--- config.mk ---
export PLATFORM = sky130hd
export DESIGN_NAME = proj_fm_index_sequencer_flat
export DESIGN_NICKNAME = d
export VERILOG_FILES = /design/src/rtl/proj_fm_index_sequencer_if.sv /design/src/rtl/proj_fm_index_sequencer.sv /design/src/flat_wrapper.sv
export SDC_FILE = /design/constraint.sdc
export NUM_CORES = 1
export LEC_CHECK = 0
export BUFFER_PORTS_ARGS = -buffer_cell sky130_fd_sc_hd__buf_4
export CORE_MARGIN = 5
export CORE_UTILIZATION = 35
export CTS_CLUSTER_SIZE = 10
export DETAILED_ROUTE_END_ITERATION = 8
export GPL_ROUTABILITY_DRIVEN = 0
export SLEW_MARGIN = 25
export SYNTH_ARGS = -nofsm -noshare
export SYNTH_HDL_FRONTEND = slang
export SYNTH_SLANG_ARGS = --single-unit
export TNS_END_PERCENT = 30
--- constraint.sdc ---
create_clock -name in_clk -period 3.9 [get_ports in_clk]
set_input_delay 0.78 -clock in_clk [delete_from_list [all_inputs] [get_ports in_clk]]
set_output_delay 0.78 -clock in_clk [all_outputs]
set_load 0.02 [all_outputs]
--- src/rtl/proj_fm_index_sequencer_if.sv ---
// Handshake and configuration bundle between an FM read/write path controller
// and the index sequencer.
interface proj_fm_index_sequencer_if #(
  parameter int IDX_W  = 8,
  parameter int STEP_W = 4
);
  logic              in_start;
  logic              in_stop;
  logic              cfg_mode;
  logic [IDX_W-1:0]  cfg_base;
  logic [IDX_W-1:0]  cfg_limit;
  logic [STEP_W-1:0] cfg_step;
  logic              in_ready;
  logic [IDX_W-1:0]  out_index;
  logic              out_valid;
  logic              out_wrap;
  logic              out_done;
  logic              out_busy;

  modport master (
    output in_start, in_stop, cfg_mode, cfg_base, cfg_limit, cfg_step, in_ready,
    input  out_index, out_valid, out_wrap, out_done, out_busy
  );

  modport slave (
    input  in_start, in_stop, cfg_mode, cfg_base, cfg_limit, cfg_step, in_ready,
    output out_index, out_valid, out_wrap, out_done, out_busy
  );
endinterface

--- src/rtl/proj_fm_index_sequencer.sv ---
// FM buffer index sequencer: walks base..limit by a programmable stride, in
// wrap or one-shot mode, advancing only on an accepted valid/ready beat.
module proj_fm_index_sequencer #(
  parameter int IDX_W  = 8,
  parameter int STEP_W = 4
) (
  input  logic                        in_clk,
  input  logic                        in_rst,
  proj_fm_index_sequencer_if.slave    bus
);

  typedef enum logic [0:0] {
    ST_IDLE = 1'b0,
    ST_RUN  = 1'b1
  } state_e;

  state_e            state_q, state_d;
  logic              mode_q, mode_d;
  logic [IDX_W-1:0]  base_q, base_d;
  logic [IDX_W-1:0]  limit_q, limit_d;
  logic [STEP_W-1:0] step_q, step_d;
  logic [IDX_W-1:0]  index_q, index_d;
  logic              wrap_q, wrap_d;
  logic              done_q, done_d;

  logic [IDX_W:0]    nxtIdx;
  logic              beat;

  // One extra bit on the sum keeps a full-range walk from aliasing back below limit.
  assign nxtIdx = {1'b0, index_q} + (IDX_W+1)'(step_q);
  assign beat   = (state_q == ST_RUN) && bus.in_ready;

  always_comb begin
    state_d = state_q;
    mode_d  = mode_q;
    base_d  = base_q;
    limit_d = limit_q;
    step_d  = step_q;
    index_d = index_q;
    wrap_d  = 1'b0;
    done_d  = 1'b0;

    unique case (state_q)
      ST_IDLE: begin
        if (bus.in_start) begin
          state_d = ST_RUN;
          mode_d  = bus.cfg_mode;
          base_d  = bus.cfg_base;
          limit_d = (bus.cfg_base > bus.cfg_limit) ? bus.cfg_base : bus.cfg_limit;
          step_d  = (bus.cfg_step == '0) ? STEP_W'(1) : bus.cfg_step;
          index_d = bus.cfg_base;
        end
      end
      ST_RUN: begin
        if (bus.in_stop) begin
          state_d = ST_IDLE;
        end else if (beat) begin
          if (nxtIdx <= {1'b0, limit_q}) begin
            index_d = nxtIdx[IDX_W-1:0];
          end else if (!mode_q) begin
            index_d = base_q;
            wrap_d  = 1'b1;
          end else begin
            state_d = ST_IDLE;
            done_d  = 1'b1;
          end
        end
      end
      default: state_d = ST_IDLE;
    endcase
  end

  always_ff @(posedge in_clk or posedge in_rst) begin
    if (in_rst) begin
      state_q <= ST_IDLE;
      mode_q  <= 1'b0;
      base_q  <= '0;
      limit_q <= '0;
      step_q  <= '0;
      index_q <= '0;
      wrap_q  <= 1'b0;
      done_q  <= 1'b0;
    end else begin
      state_q <= state_d;
      mode_q  <= mode_d;
      base_q  <= base_d;
      limit_q <= limit_d;
      step_q  <= step_d;
      index_q <= index_d;
      wrap_q  <= wrap_d;
      done_q  <= done_d;
    end
  end

  assign bus.out_index = index_q;
  assign bus.out_valid = (state_q == ST_RUN);
  assign bus.out_busy  = (state_q == ST_RUN);
  assign bus.out_wrap  = wrap_q;
  assign bus.out_done  = done_q;

endmodule

--- src/flat_wrapper.sv ---
// flat-port wrapper written by rule: the top's interface ports become plain ports
module proj_fm_index_sequencer_flat 
#(
  parameter int IDX_W  = 8,
  parameter int STEP_W = 4
)
  (in_clk, in_rst, bus_in_start, bus_in_stop, bus_cfg_mode, bus_cfg_base, bus_cfg_limit, bus_cfg_step, bus_in_ready, bus_out_index, bus_out_valid, bus_out_wrap, bus_out_done, bus_out_busy);
  proj_fm_index_sequencer_if #(.IDX_W(IDX_W), .STEP_W(STEP_W)) bus_i ();
  input  logic in_clk;
  input  logic in_rst;
  input wire logic [$bits(bus_i.in_start)-1:0] bus_in_start;
  input wire logic [$bits(bus_i.in_stop)-1:0] bus_in_stop;
  input wire logic [$bits(bus_i.cfg_mode)-1:0] bus_cfg_mode;
  input wire logic [$bits(bus_i.cfg_base)-1:0] bus_cfg_base;
  input wire logic [$bits(bus_i.cfg_limit)-1:0] bus_cfg_limit;
  input wire logic [$bits(bus_i.cfg_step)-1:0] bus_cfg_step;
  input wire logic [$bits(bus_i.in_ready)-1:0] bus_in_ready;
  output wire logic [$bits(bus_i.out_index)-1:0] bus_out_index;
  output wire logic [$bits(bus_i.out_valid)-1:0] bus_out_valid;
  output wire logic [$bits(bus_i.out_wrap)-1:0] bus_out_wrap;
  output wire logic [$bits(bus_i.out_done)-1:0] bus_out_done;
  output wire logic [$bits(bus_i.out_busy)-1:0] bus_out_busy;
  assign bus_i.in_start = bus_in_start;
  assign bus_i.in_stop = bus_in_stop;
  assign bus_i.cfg_mode = bus_cfg_mode;
  assign bus_i.cfg_base = bus_cfg_base;
  assign bus_i.cfg_limit = bus_cfg_limit;
  assign bus_i.cfg_step = bus_cfg_step;
  assign bus_i.in_ready = bus_in_ready;
  assign bus_out_index = bus_i.out_index;
  assign bus_out_valid = bus_i.out_valid;
  assign bus_out_wrap = bus_i.out_wrap;
  assign bus_out_done = bus_i.out_done;
  assign bus_out_busy = bus_i.out_busy;
  proj_fm_index_sequencer #(.IDX_W(IDX_W), .STEP_W(STEP_W)) u_core (.in_clk(in_clk), .in_rst(in_rst), .bus(bus_i));
endmodule
* Word level (Yosys, flattened, before mapping)
Cells that the tools add are included.
** Storage, ports and cells
- Word-level logic and storage cells :: 43
- Flip-flop bits (word level) :: 32
** Cells by class
- Equal/unequal tests :: 4
- Multiplexer cells :: 23
- Order comparisons :: 2
- Reductions and logical operators :: 4
- Bitwise logic cells :: 1
- Add/sub/neg operators :: 1
** Operator list (number)
- $mux W8 :: 6
- $pmux W8 S2 :: 1
- $mux W1 :: 14
- $add A8 B4 Y9 :: 1
- $le A9 B8 Y1 :: 1
- $gt A8 B8 Y1 :: 1
- $ne A2 B2 Y1 const B :: 3
- $logic_not A4 Y1 :: 1
- $mux W4 :: 1
- $reduce_and A4 Y1 :: 1
- $ne A3 B3 Y1 const B :: 1
- $pmux W1 S2 :: 1
- $reduce_and A2 Y1 :: 1
- $logic_and A1 B1 Y1 :: 1
- $not A1 Y1 :: 1

* Depth between registers and ports, before layout
Gate-level depths: netlist of the first run.
- Depth after elaboration :: 6
- Mapped depth :: 16
- Mapped depth without buffers :: 15

* Worst setup path after synthesis of the first run
OpenSTA, ideal clock, no wires.
- Kind :: flip-flop to flip-flop
- From :: register u_core.index_q[0] (netlist: u_core.bus.out_index[0])
- To :: register u_core.index_q[4] (netlist: u_core.bus.out_index[4])
- Path slack :: 628 ps
- Data arrival time :: 3151 ps
- Setup time :: 121 ps
- Path buffers :: 1
- Stages on the path, launching flop included :: 15
- Path through :: dfrtp_1 -> ha_1 -> inv_1 -> fa_1 -> nor2b_1 -> o21ai_0 -> a21oi_1 -> xor2_1 -> ha_1 -> a21o_1 -> a221oi_2 -> a2bb2oi_2 -> o31a_1 -> buf_6 -> a22o_1
** On the way
- Word-level cells in the longest chain between the ends :: 6
- Elaborated cells on any way between the ends :: 8
- Classes of those cells :: 1 x add/sub; 1 x order compare; 1 x eq/ne; 4 x mux; 1 x reduce/logical
** Ends and longest elaborated chain
- start, declared :: line proj_fm_index_sequencer.sv:22 : logic [IDX_W-1:0] index_q, index_d;
- start signal, assigned :: line proj_fm_index_sequencer.sv:89 : index_q <= index_d;
- $add A8 B4 Y9 (*) :: line proj_fm_index_sequencer.sv:30 : assign nxtIdx = {1'b0, index_q} + (IDX_W+1)'(step_q);
- $le A9 B8 Y1 :: line proj_fm_index_sequencer.sv:58 : if (nxtIdx <= {1'b0, limit_q}) begin
- $mux W8 :: line proj_fm_index_sequencer.sv:58
- $mux W8 :: line proj_fm_index_sequencer.sv:57 : end else if (beat) begin
- $mux W8 :: line proj_fm_index_sequencer.sv:55 : if (bus.in_stop) begin
- $pmux W8 S2 :: line proj_fm_index_sequencer.sv:43 : unique case (state_q)
Every way passes the cells marked *; elsewhere a longest branch is shown, timed or not. The select of a mux whose other input is x is not followed.
A chain may end at the register's enable or synchronous reset.

* Worst setup path after layout of the first run
- From :: register u_core.index_q[0] (netlist: u_core.bus.out_index[0])
- To :: register u_core.index_q[5] (netlist: u_core.bus.out_index[5])
Same word-level chain as after synthesis.

==> reports/results.tsv, run 1 <==
metric	value	unit
status	finished clean	
cp_slowest_cell	dfrtp_1	
cts_made_buffers	5	
die_x	86.9	um
rsz0062_at_grt	false	
overflow	0	
worstHoldPathType	reg -> reg	
path_buf_inv	2	
synth_fa_ha_area_frac	0.131	
synth_top_family_by_area	compound AO/OA/AOI/OAI gates	
antenna_found_initial	0	
layout.nets	314	
drt_iter0_drc	56	
critPathCapture	u_core.bus.out_index[5]	
final_area	2530	um^2
grt_usage	0.136	
finalSetupViolations	0	
slew_headroom	0.639	
cp-startpoint	u_core.bus.out_index[0]	
syn_area	2070	um^2
worstSetupPathDepth	15	
start_util	0.355	
synth_top_cells_by_count	nand2_1 (52), dfrtp_1 (32), inv_1 (26), ha_1 (20), o21ai_0 (17)	
worst_hold_slack	0.475	ns
syn_nets	275	
synth_edf_count	0	
min_path_cells	2	
crit_path_start_kind	flip-flop	
cts_hold_buf	0	
io_pins	38	
worstMarginPinSlew	0.542	ns
p_per_area	783	nW/um^2
fin_crit	3.45	ns
crit_chain	ha_1 -> inv_1 -> fa_1 -> nor2b_1 -> o21ai_0 -> nand2_1 -> xnor2_1 -> inv_1 -> ha_1 -> a21o_1 -> a221oi_2 -> a2bb2oi_2 -> nor2_4 -> o21bai_2 -> o211ai_1	
crit_path_end_kind	flip-flop	
post-route-period-util	0.885	
drive_above_1_share	0.198	
crit_arrival	3.65	ns
yosys.area_share.simple	0.160	
synth_compound_area_frac	0.162	
critPathMaxFanout	10	
ant_nets	0	
core	5820	um^2
crit_path_max_incr_delay	0.41	ns
muxShareOfSynthArea	0.0726	
syn_inst	228	
n_antenna_cell	0	
critPathRequiredTime	4.10	ns
grt_pass1_wl	8020	um
chipHeight	86.9	um
skew	0.00686	ns
fmax	0.290	GHz
dpl-instance-area	2420	um^2
maxSlewViolCount	0	
r2r-end	u_core.bus.out_index[5]	
final.setup.worst_slack	0.448	ns
drc	0	
area_growth	22.2	%
htree_levels	2	
clk_pin_slew	0.07	ns
syn_avg_cell_area	9.07	um^2
crit_type	reg -> reg	
wl	4650	um
viasPerCell	4.86	
ys_ff_latch	32	
clock_latency	0.29	ns
r2r-start	u_core.bus.out_index[0]	
synthArstFlopShare	1.00	
grt_max_degree	33	
fin_setup_tns	0	ns
drt_pass1_iterations	4	
postCtsSetupBuffers	0	
max-cap-violations	0	
p_leak	1.32	nW
drt-wirelength-per-cell	13.6	um
rows	28	
clockRootBuffer	clkbuf_8	
synth_top_area_share	0.387	
place.port_buffers	37	
peakVddDrop	0.000299	V
yosysSeqAreaShare	0.387	
rr_worst_depth	15	
yosysUniqueCellTypes	36	
synth_area_leaders	dfrtp_1 (39%), ha_1 (12%), nand2_1 (9.4%)	
pre_cts_ws	0.421	ns
cts.path.max_buffers	2	
yosys.area.top_type	dfrtp_1	
vias	1666	
cts_sinks	32	
synth-xor-area-share	0.0212	
die-area	7540	um^2
grt_pass1_vias	1709	
r2r_slack	0.45	ns
yosys_warnings	0	
finalHoldViolations	0	
dp_hpwl	3630	um
yosysMostFrequentCell	nand2_1	
cp_top_family	compound AO/OA/AOI/OAI gates	
ys.flop_type	dfrtp_1	
cts_tree	yes	
cts_resized	0	
final_core_util	0.434	
-- flip-flops by register name, indices dropped and copies added, names as in the netlist --
signal and flops:
u_core.mode_q 1, u_core.step_q 4, u_core.limit_q 8, u_core.base_q 8, u_core.bus.out_busy 1, u_core.bus.out_done 1
u_core.bus.out_wrap 1, u_core.bus.out_index 8
-- area by class of cell --
type	count	area (um^2)
Clock inverter	2	35.0
Fill cell	606	3290
Tap cell	75	93.8
Timing Repair Buffer	39	293
Sequential cell	32	801
Clock buffer	6	72.6
Multi-Input combinational cell	163	1130
Inverter	26	97.6
-- where the power goes --
group          leakage, nW  internal, W  total, W  switching [W]
Combinational        0.868     0.000490   0.00110       0.000611
Sequential           0.397     0.000459  0.000562       0.000103
Clock               0.0552     0.000189  0.000315       0.000125
Total                 1.32      0.00114   0.00198       0.000840
-- routing by layer --
| layer | wire [um] | share of wire | vias up | global-route usage |
|---|---|---|---|---|
| met3 | 303 | 0.065 | 6 | 0.0293 |
| met1 | 2200 | 0.47 | 769 | 0.180 |
| met4 | 70 | 0.015 | 0 | 0.0467 |
| li1 | - | - | 851 | - |
| met5 | 0 | 0 | - | 0 |
| met2 | 2080 | 0.45 | 40 | 0.219 |
-- cell families (layout without fill, tap and decap cells) --
kind of cell               Yosys count  count (layout)
AOI/OAI and AO/OA                   47              47
xor gates and xnor gates             5               5
adders and majority gates           21              21
muxes                               15              15
and+or+nand+nor                     75              75
DFF                                 32              32
buffers and inverters               33              73
-- worst min path at each step --
stage	startpoint	endpoint
after floorplan	u_core.base_q[4]	u_core.base_q[4]
after global placement	u_core.step_q[0]	u_core.step_q[0]
after detailed placement	u_core.base_q[5]	u_core.base_q[5]
after CTS	u_core.base_q[5]	u_core.base_q[5]
after global routing	u_core.limit_q[7]	u_core.limit_q[7]
final	u_core.base_q[5]	u_core.base_q[5]
-- worst reg2reg max path: stages (launching register included) --
cell and delay [ns]:
dfrtp_1 0.41, ha_1 0.23, inv_1 0.07, fa_1 0.20, nor2b_1 0.05, o21ai_0 0.34, nand2_1 0.12, xnor2_1 0.24
inv_1 0.08, ha_1 0.31, a21o_1 0.20, a221oi_2 0.23, a2bb2oi_2 0.15, nor2_4 0.35, o21bai_2 0.20, o211ai_1 0.21
-- cell usage in the layout (no fill, tap or decap), types with 2 or more instances in the layout --
cell type  Yosys  routed
nand3_1        3       3
clkbuf_8       0       5
xnor2_1        4       4
inv_1         26      26
o211ai_1       8       8
dfrtp_1       32      32
a21oi_1        4       4
nor3_1         3       3
buf_4          1      39
and3_1         3       3
a21o_1         5       5
nor2_1         5       5
nor2b_1        3       3
ha_1          20      20
mux2i_1       15      15
o21ai_0       17      17
o21ai_1        3       3
nand2_1       52      52
nand3b_1       2       2
-- stage by stage --
stage | power (W) | std cells
final | 0.00198 | 343
after CTS | 0.00200 | 343
after floorplan | 0.00139 | 228
after detailed placement | 0.00168 | 335
after global routing | 0.00216 | 343
after global placement | 0.00166 | 335
No activity file was read; power rests on OpenSTA's default activity.
==> run 2: changes to the inputs <==
- BUFFER_PORTS_ARGS: -buffer_cell sky130_fd_sc_hd__buf_4 -> -buffer_cell sky130_fd_sc_hd__buf_2
- CTS_CLUSTER_DIAMETER: default -> 60
- MAX_ROUTING_LAYER: default -> met4
==> run 2 against run 1 <==
- worst hold slack improved by 0.0016 ns
- sequential share of layout area is 1.6 points higher
- register-to-register slack gained 0.05 ns
- utilization is 2.1 points lower
- critical endpoint is now u_core.bus.out_index[2]
- largest cell class unchanged
- sequential cell count stayed put
- maximum frequency up 1.5%
- worst setup slack better by 0.051 ns
==> reports/results.tsv, run 2 (synthesized netlist as in run 1, its figures left out) <==
metric	value	unit
viasPerCell	4.90	
drive_above_1_share	0.195	
worstHoldPathType	reg -> reg	
grt_usage	0.139	
cts_made_buffers	5	
vias	1677	
fillers	610	
crit_path_start_kind	flip-flop	
dp_hpwl	3550	um
drc	0	
chipHeight	86.9	um
start_util	0.355	
dp_cells	335	
p_per_area	776	nW/um^2
grt_busiest_layer	met2	
area_growth	16.3	%
fin_setup_tns	0	ns
final_cell_mix	nand2_1 (52), buf_2 (37), dfrtp_1 (32)	
wl	4580	um
fin_cells	342	
post-route-period-util	0.872	
dpl-instance-area	2320	um^2
grt_max_degree	33	
crit_arrival	3.60	ns
grt_pass1_wl	8020	um
drt_iter0_drc	57	
final_area	2400	um^2
grt_pass1_vias	1686	
rsz0062_at_grt	false	
crit_type	reg -> reg	
cts_tree	yes	
critPathRequiredTime	4.10	ns
critPathMaxFanout	10	
globalRouteMet1Util	0.189	
place.port_buffers	37	
antenna_found_initial	0	
grt_use_met3	0.0303	
cts_hold_buf	0	
rows	28	
worstMarginPinSlew	0.544	ns
skew	0.00299	ns
finalHoldViolations	0	
ant_nets	0	
fmax	0.294	GHz
finalSetupViolations	0	
clock_latency	0.28	ns
p_leak	1.28	nW
htree_levels	2	
overflow	0	
crit_path_max_incr_delay	0.39	ns
io_pins	38	
cp_slowest_cell	fa_1	
n_antenna_cell	0	
crit_chain	ha_1 -> inv_1 -> fa_1 -> nor2b_1 -> o21ai_0 -> a21oi_1 -> xor2_1 -> ha_1 -> a21o_1 -> a221oi_2 -> a2bb2oi_2 -> nor2_4 -> o21bai_2 -> o211ai_1	
core	5820	um^2
cts_resized	0	
die-area	7540	um^2
cts_sinks	32	
worst_hold_slack	0.477	ns
die_x	86.9	um
layout_commonest_cell	nand2_1	
pre_cts_ws	0.495	ns
clockRootBuffer	clkbuf_8	
cts.path.max_buffers	2	
max-cap-violations	0	
status	finished clean	
final.setup.worst_slack	0.499	ns
slew_headroom	0.637	
drt_pass1_iterations	4	
maxSlewViolCount	0	
postCtsSetupBuffers	0	
crit_path_end_kind	flip-flop	
peakVddDrop	0.000304	V
drt-wirelength-per-cell	13.4	um
clk_pin_slew	0.06	ns
met2_usage	0.208	
layout.nets	314	
fin_crit	3.40	ns
critPathMostFrequentCell	ha_1	
[run 2: critical path, delay by kind of cell (launching register included)]
family                     cells  cell delay [ns]
DFF                            1             0.37
xor gates and xnor gates       1             0.22
and+or+nand+nor                2             0.47
buffers and inverters          1             0.05
adders and majority gates      3             0.84
AOI/OAI and AO/OA              7             1.37
[run 2: final timing paths]
check | startpoint | endpoint | slack [ns] | cells past startpoint
worst max register to register | u_core.bus.out_index[0] | u_core.bus.out_index[2] | 0.50 | 14
worst max-delay path | u_core.bus.out_index[0] | u_core.bus.out_index[2] | 0.50 | 14
min in group asynchronous | in_rst | u_core.step_q[3] | 0.57 | 3
worst min-delay path | u_core.base_q[4] | u_core.base_q[4] | 0.48 | 2
max in group asynchronous | in_rst | u_core.base_q[5] | 3.04 | 3
worst min register to register | u_core.base_q[4] | u_core.base_q[4] | 0.48 | 2
[run 2: layout make-up]
type / instances / area, um^2 / area share
Inverter: 26 / 97.6 / 0.0406
Multi-Input combinational cell: 163 / 1130 / 0.472
Sequential cell: 32 / 801 / 0.333
Timing Repair Buffer: 39 / 200 / 0.0833
Tap cell: 75 / 93.8 / 0.0390
Clock inverter: 1 / 5.00 / 0.00208
Clock buffer: 6 / 72.6 / 0.0302
[run 2: per-layer routing]
layer / up-vias / wire length, um
met5: - / 0
met4: 0 / 64
met3: 6 / 255
met2: 40 / 2040
met1: 779 / 2220
li1: 852 / -
[run 2: metrics by stage]
stage          utilization  total power (W)
2_1_floorplan            -          0.00139
3_3_place_gp         0.400          0.00162
3_5_place_dp         0.400          0.00164
4_1_cts              0.413          0.00188
5_1_grt              0.413          0.00205
6_report             0.413          0.00186
[run 2: report_power, final]
group | leakage (nW) | total [W] | switching, W | internal [W]
logic | 0.840 | 0.00107 | 0.000606 | 0.000459
registers | 0.397 | 0.000561 | 0.000101 | 0.000459
clock network | 0.0410 | 0.000238 | 0.000117 | 0.000121
total | 1.28 | 0.00186 | 0.000825 | 0.00104
==> run 3: changes to the inputs <==
- clock period: 3.9 -> 3.8 ns (I/O delays scaled with it)
==> run 3 against run 2 <==
- sequential power is 2% higher
- clock-buffer cell count is the same
- wire length is 1.4% lower
- cell count unchanged
- largest power group unchanged
- combinational power barely moved
- maximum frequency up 0.42%
==> reports/results.tsv, run 3 (synthesized netlist as in run 1, its figures left out) <==
metric	value	unit
chipHeight	86.9	um
drc	0	
rr_worst_depth	15	
worstSetupPathDepth	15	
peakVddDrop	0.000303	V
crit_path_start_kind	flip-flop	
layout_commonest_cell	nand2_1	
skew	0.00536	ns
cts_hold_buf	0	
clk_pin_slew	0.06	ns
path_buf_inv	2	
status	finished clean	
sw_frac_of_total	0.440	
drt-wirelength-per-cell	13.2	um
die_x	86.9	um
wl	4520	um
drt_pass1_iterations	4	
max-cap-violations	0	
cts_sinks	32	
cts_tree	yes	
cp_slowest_cell	dfrtp_1	
viasPerCell	4.86	
overflow	0	
min_path_cells	2	
worstHoldPathType	reg -> reg	
crit_path_end_kind	flip-flop	
grt_max_degree	33	
io_pins	38	
clockRootBuffer	clkbuf_8	
die-area	7540	um^2
layout.nets	314	
critPathRequiredTime	4.00	ns
cts_resized	0	
power_frac_comb	0.571	
worstMarginPinSlew	0.540	ns
final_core_util	0.413	
pre_cts_ws	0.387	ns
cts_made_buffers	5	
fin_crit	3.39	ns
crit_type	reg -> reg	
p_seq_frac	0.301	
cp_top_family	compound AO/OA/AOI/OAI gates	
dp_hpwl	3540	um
area_growth	16.3	%
p_per_area	793	nW/um^2
finalHoldViolations	0	
p_switching	0.000839	W
worst_hold_slack	0.477	ns
finalSetupViolations	0	
p_int	0.00107	W
grt_pass1_wl	7840	um
ant_nets	0	
p_leak	1.28	nW
n_antenna_cell	0	
crit_chain	ha_1 -> inv_1 -> fa_1 -> nor2b_1 -> o21ai_0 -> nand2_1 -> xnor2_1 -> inv_1 -> ha_1 -> a21o_1 -> a221oi_2 -> a2bb2oi_2 -> nor2_4 -> o21bai_2 -> o211ai_1	
maxSlewViolCount	0	
rows	28	
clock_latency	0.28	ns
place.port_buffers	37	
fin_setup_tns	0	ns
vias	1662	
postCtsSetupBuffers	0	
post-route-period-util	0.891	
fmax	0.295	GHz
rsz0062_at_grt	false	
final_cell_mix	nand2_1 (52), buf_2 (37), dfrtp_1 (32)	
slew_headroom	0.640	
fillers	628	
crit_arrival	3.58	ns
drt_iter0_drc	67	
grt_pass1_vias	1663	
start_util	0.355	
grt_usage	0.136	
antenna_found_initial	0	
critPathMaxFanout	10	
htree_levels	2	
final.setup.worst_slack	0.413	ns
core	5820	um^2
crit_path_max_incr_delay	0.40	ns
cts.path.max_buffers	2	
power.share.clock	0.128	
drive_above_1_share	0.195	
## run 3: worst reg2reg max path, cell delays in order, from the launching register on
cell       delay [ns]
dfrtp_1          0.40
ha_1             0.22
inv_1            0.07
fa_1             0.20
nor2b_1          0.06
o21ai_0          0.32
nand2_1          0.12
xnor2_1          0.24
inv_1            0.07
ha_1             0.31
a21o_1           0.20
a221oi_2         0.24
a2bb2oi_2        0.14
nor2_4           0.33
o21bai_2         0.20
o211ai_1         0.20
## run 3: worst paths after layout
kind	startpoint	to	slack, ns
worst max register to register	u_core.bus.out_index[0]	u_core.bus.out_index[2]	0.41
worst max-delay path	u_core.bus.out_index[0]	u_core.bus.out_index[2]	0.41
worst min register to register	u_core.base_q[4]	u_core.base_q[4]	0.48
min in group asynchronous	in_rst	u_core.base_q[3]	0.55
max in group asynchronous	in_rst	u_core.bus.out_busy	2.96
worst min-delay path	u_core.base_q[4]	u_core.base_q[4]	0.48
## run 3: power groups by stage
stage	Clock [W]	Sequential (W)	Combinational, W
final	0.000243	0.000575	0.00109
after CTS	0.000250	0.000576	0.00111
after global routing	0.000270	0.000596	0.00123
after global placement	0	0.000580	0.00109
after floorplan	0	0.000613	0.000817
after detailed placement	0	0.000581	0.00110
## run 3: final cells by class
type	instances	area (um^2)	area share
Clock inverter	1	5.00	0.00208
Timing Repair Buffer	39	200	0.0833
Tap cell	75	93.8	0.0390
Clock buffer	6	72.6	0.0302
Inverter	26	97.6	0.0406
Multi-Input combinational cell	163	1130	0.472
Sequential cell	32	801	0.333
## run 3: stage by stage
stage               area (um^2)  std cells  power (W)
floorplan                  2070        228    0.00143
global placement           2320        335    0.00167
detailed placement         2320        335    0.00168
CTS                        2400        342    0.00193
global route               2400        342    0.00210
finish                     2400        342    0.00191
## run 3: layer usage
metal / track usage / up-vias / wire length (um)
met1: 0.180 / 765 / 2180
met5: - / - / 0
li1: - / 847 / -
met4: 0.0482 / 0 / 68
met2: 0.202 / 42 / 1990
met3: 0.0322 / 8 / 273
